--- config.mk ---
export PLATFORM = sky130hd
export DESIGN_NAME = pwm_dac_ctrl
export DESIGN_NICKNAME = d
export VERILOG_FILES = /design/src/rtl/pwm_dac_ctrl.sv
export SDC_FILE = /design/constraint.sdc
export NUM_CORES = 1
export LEC_CHECK = 0
export ABC_CLOCK_PERIOD_IN_PS = 6800
export CAP_MARGIN = 30
export CORE_MARGIN = 2
export CORE_UTILIZATION = 51
export DETAILED_ROUTE_END_ITERATION = 16
export PLACE_DENSITY = 0.75
export SLEW_MARGIN = 5
export SYNTH_ARGS = -nofsm -noshare
export SYNTH_HDL_FRONTEND = slang
export SYNTH_SLANG_ARGS = --single-unit
export TNS_END_PERCENT = 50
--- constraint.sdc ---
create_clock -name clk -period 6.8 [get_ports clk]
set_clock_uncertainty 0.2 [all_clocks]
set_input_delay 1.36 -clock clk [delete_from_list [all_inputs] [get_ports clk]]
set_output_delay 1.36 -clock clk [all_outputs]
set_load 0.01 [all_outputs]
--- src/rtl/pwm_dac_ctrl.sv ---
// PWM DAC controller: sample FIFO feeding a free-running PWM period counter.
// Samples are popped at period boundaries; an empty FIFO in RUN flags underrun.
module pwm_dac_ctrl #(
  parameter int WIDTH = 8,
  parameter int DEPTH = 4
) (
  input  logic                     clk,
  input  logic                     rst,
  input  logic                     en,
  input  logic                     in_valid,
  input  logic [WIDTH-1:0]         in_data,
  output logic                     in_ready,
  input  logic                     clr_underrun,
  output logic [WIDTH-1:0]         dac_data,
  output logic [WIDTH-1:0]         pwm_cnt,
  output logic                     frame_tick,
  output logic                     underrun,
  output logic [$clog2(DEPTH):0]   fifo_level
);

  localparam int AW = $clog2(DEPTH);
  localparam int LW = AW + 1;
  localparam logic [WIDTH-1:0] MID  = {1'b1, {(WIDTH-1){1'b0}}};
  localparam logic [LW-1:0]    FULL = LW'(DEPTH);
  localparam logic [LW-1:0]    HALF = LW'(DEPTH / 2);

  typedef enum logic [1:0] {
    IDLE,
    PRIME,
    RUN
  } state_e;

  state_e           state_q, state_d;
  logic [WIDTH-1:0] cnt_q, cnt_d;
  logic [WIDTH-1:0] dac_q, dac_d;
  logic             und_q, und_d;
  logic [LW-1:0]    lvl_q, lvl_d;
  logic [AW-1:0]    wp_q, wp_d;
  logic [AW-1:0]    rp_q, rp_d;
  logic [WIDTH-1:0] mem [DEPTH];

  logic tick;
  logic push;
  logic pop;

  assign tick     = (state_q != IDLE) && (cnt_q == '1);
  assign in_ready = (state_q != IDLE) && (lvl_q != FULL);
  assign push     = en && in_valid && in_ready;

  assign dac_data   = dac_q;
  assign pwm_cnt    = cnt_q;
  assign frame_tick = tick;
  assign underrun   = und_q;
  assign fifo_level = lvl_q;

  always_comb begin
    state_d = state_q;
    cnt_d   = cnt_q;
    dac_d   = dac_q;
    und_d   = und_q;
    pop     = 1'b0;
    if (clr_underrun) und_d = 1'b0;
    if (!en) begin
      state_d = IDLE;
      cnt_d   = '0;
      dac_d   = MID;
    end else begin
      unique case (state_q)
        IDLE: state_d = PRIME;
        PRIME: begin
          cnt_d = cnt_q + WIDTH'(1);
          // Wait for a half-full FIFO before starting playback
          if (tick && (lvl_q >= HALF)) begin
            pop     = 1'b1;
            dac_d   = mem[rp_q];
            state_d = RUN;
          end
        end
        RUN: begin
          cnt_d = cnt_q + WIDTH'(1);
          if (tick) begin
            if (lvl_q != '0) begin
              pop   = 1'b1;
              dac_d = mem[rp_q];
            end else begin
              dac_d   = MID;
              und_d   = 1'b1;
              state_d = PRIME;
            end
          end
        end
        default: state_d = IDLE;
      endcase
    end
  end

  always_comb begin
    wp_d  = wp_q;
    rp_d  = rp_q;
    lvl_d = lvl_q;
    if (!en) begin
      wp_d  = '0;
      rp_d  = '0;
      lvl_d = '0;
    end else begin
      wp_d  = wp_q + AW'(push);
      rp_d  = rp_q + AW'(pop);
      lvl_d = lvl_q + LW'(push) - LW'(pop);
    end
  end

  always_ff @(posedge clk or posedge rst) begin
    if (rst) begin
      state_q <= IDLE;
      cnt_q   <= '0;
      dac_q   <= MID;
      und_q   <= 1'b0;
      lvl_q   <= '0;
      wp_q    <= '0;
      rp_q    <= '0;
    end else begin
      state_q <= state_d;
      cnt_q   <= cnt_d;
      dac_q   <= dac_d;
      und_q   <= und_d;
      lvl_q   <= lvl_d;
      wp_q    <= wp_d;
      rp_q    <= rp_d;
    end
  end

  always_ff @(posedge clk) begin
    if (push) mem[wp_q] <= in_data;
  end

endmodule

==> results.cfg <==
[global_route]
grt_max_degree = 21
grt-ovfl-total = 0
grt_usage_pct = 18.9
grt_pass1_vias = 1589
grt_pass1_wl_um = 7380
antenna_found_initial = 0

[pwr]
pwr_density_cell_mw_per_mm2 = 292
p_leak_nw = 1.29
ir_drop_uv = 136

[yosys]
synth_cell_types = 36
synth_area_leaders = edfxtp_1 (38%), dfrtp_1 (24%), mux4_2 (7.0%), ha_1 (4.4%), inv_1 (2.6%)
syn_inst = 184
yosysTopAreaCellShare_pct = 37.6
synth_area_per_cell_sq_um = 13.9
synth_nets = 207
synthTopCellsByCount = edfxtp_1 (32), dfrtp_1 (25), inv_1 (18), nand2_1 (15), nor2_1 (14)
ys_seq_elements = 58
synth_most_common_cell = edfxtp_1
synth_top_area_cell = edfxtp_1
yosysWarningCount = 0
synth_edf_count = 32
synth_seq_area_share_pct = 63.1
synthFlopType = edfxtp_1
syn_area_sq_mm = 0.00256
async_flop_share_pct = 44.8

[route]
wl_per_cell_um = 15.4
viasPerCell = 5.33
drtPass1Iterations = 4
drc = 0
drt_wl_total_um = 4600
drtAntennaViolNets = 0
drt_iter0_drc = 96
dr_total_vias = 1595

[cells_and_area]
syn_to_final_growth_pct = 25.7
finish.utilization_pct = 67.2
nets = 250
drive_gt1_share_pct = 14.2
antenna_cells = 0
final_cell_area_sq_mm = 0.00321
fin_cells = 299

[setup_path]
cp.required_ns = 5.24
crit_chain = inv_1 > ha_1 > nand4b_1 > or2_4 > inv_1 > clkdlybuf4s50_1
arrival_ns = 2.13
reg2reg_depth = 12
crit_slowest_cell = clkdlybuf4s50_1
worst_setup_path_start_kind = register
crit_path_frequent_cell = inv_1
critPathMaxFanout = 4
endpoint_kind = output port
max_stage_delay_ns = 0.56
worst-setup-path-type = register to output port

[clock_network]
cts_buffers = 9
cts.sink_count = 58
insertion_delay_ns = 0.33
hold_buffers = 0
cts.repair.resized = 0
clockBufferDepth = 2
postCtsSetupRepairBufs = 0
clk_pin_slew_ns = 0.06
cts_tree = built
htree_levels = 3
clockRootBuffer = clkbuf_8

[placed_design]
placed_cell_area_sq_mm = 0.00299
place_ws_ns = 2.91
gp_congestion = 0.747
dpl.cell_count = 283
dpl.hpwl_um = 3120
portBuffers = 34

[timing]
hold_viol_final = 0
finalCriticalPeriod_ns = 3.69
slew_viol_final = 0
worst_pin_slew_ns = 0.605
setup_tns_ns = 0
fmax_mhz = 271
rsz0062_at_grt = false
setup_violations = 0
fin_crit_sh_pct = 54.3
fin_ws_ns = 3.11
slew_headroom_pct = 59.3

[floorplanning]
die_h_um = 74.8
chipWidth_um = 74.8
die_area_sq_mm = 0.00559
boundaryPins = 35
core_sq_mm = 0.00479
initial_utilization_pct = 53.4
fp-row-count = 25

[min_path]
hp-class = register to register
hold_depth = 2

[run_status]
status = completed

[job]
maxCapViolations = 0
final cells by class:
class	count	area, sq um
repair buffers	38	390
clock buffers	13	159
flip-flops and latches	58	1610
clock inverters	3	63.8
inverters	18	67.6
fillers	358	1570
well taps	67	83.8
multi-input cells	102	837
cells by family after synthesis:
group                      count (synthesis)  share of synthesized area [%]
adders and majority gates                 10                           5.19
muxes                                     11                           8.22
DFF                                       58                           63.1
buffers and inverters                     24                           4.16
AOI/OAI and AO/OA                         22                           6.46
xor gates and xnor gates                   8                           2.74
and+or+nand+nor                           51                           10.1
state kept, by name, indices dropped and copies added, names as in the netlist:
name / cells
mem: 32
dac_data: 8
fifo_level: 3
state_q: 2
underrun: 1
pwm_cnt: 8
wp_q: 2
rp_q: 2
stage by stage:
step	power, W	hold WS, ns
after floorplan	0.000536	0.346
after CTS	0.000951	0.337
after global routing	0.000983	0.352
after global placement	0.000590	0.321
final	0.000939	0.337
after detailed placement	0.000595	0.327
path summary, 6_finish.rpt:
check | startpoint | endpoint | slack [ns]
hold reg to reg | underrun$_DFF_PP0_ | underrun$_DFF_PP0_ | 0.34
max in group asynchronous | rst | dac_data[7]$_DFFE_PP1P_ | 4.82
min in group asynchronous | rst | pwm_cnt[6]$_DFFE_PP0P_ | 1.09
setup reg to reg | state_q[0]$_DFFE_PP0P_ | fifo_level[2]$_DFF_PP0_ | 4.03
hold / removal | underrun$_DFF_PP0_ | underrun$_DFF_PP0_ | 0.34
setup / recovery | state_q[0]$_DFFE_PP0P_ | frame_tick | 3.11
critical path: cells and delay by family, from the launching register on:
family	cells	cell delay, ns
buf+inv	3	0.76
simple gates	2	0.44
flops	1	0.37
fa+ha+maj	1	0.24
metal layers:
metal  track usage, %  routed length, um  up-vias
met5                0                  0        -
met4             6.55                 68        0
met3             7.63                215        5
met2             30.9               2290       50
met1             23.1               2020      788
li1                 -                  -      752
power by group:
group	internal, W	switching [W]
clock	0.000225	0.000125
sequential	0.000395	0.0000163
combinational	0.0000841	0.0000941
total	0.000704	0.000235
cells in the final DEF (no fill, tap or decap), types with 4 or more instances in the layout:
cell type,count
dfrtp_1,25
nor2_1,14
xnor2_1,5
and2_1,4
mux4_2,8
ha_1,9
a21oi_1,5
clkdlybuf4s50_1,34
nand4_1,4
nand2_1,15
edfxtp_1,32
clkbuf_8,11
o21ai_0,4
o22ai_1,8
inv_1,18
Power figures use the tool's default switching activity.
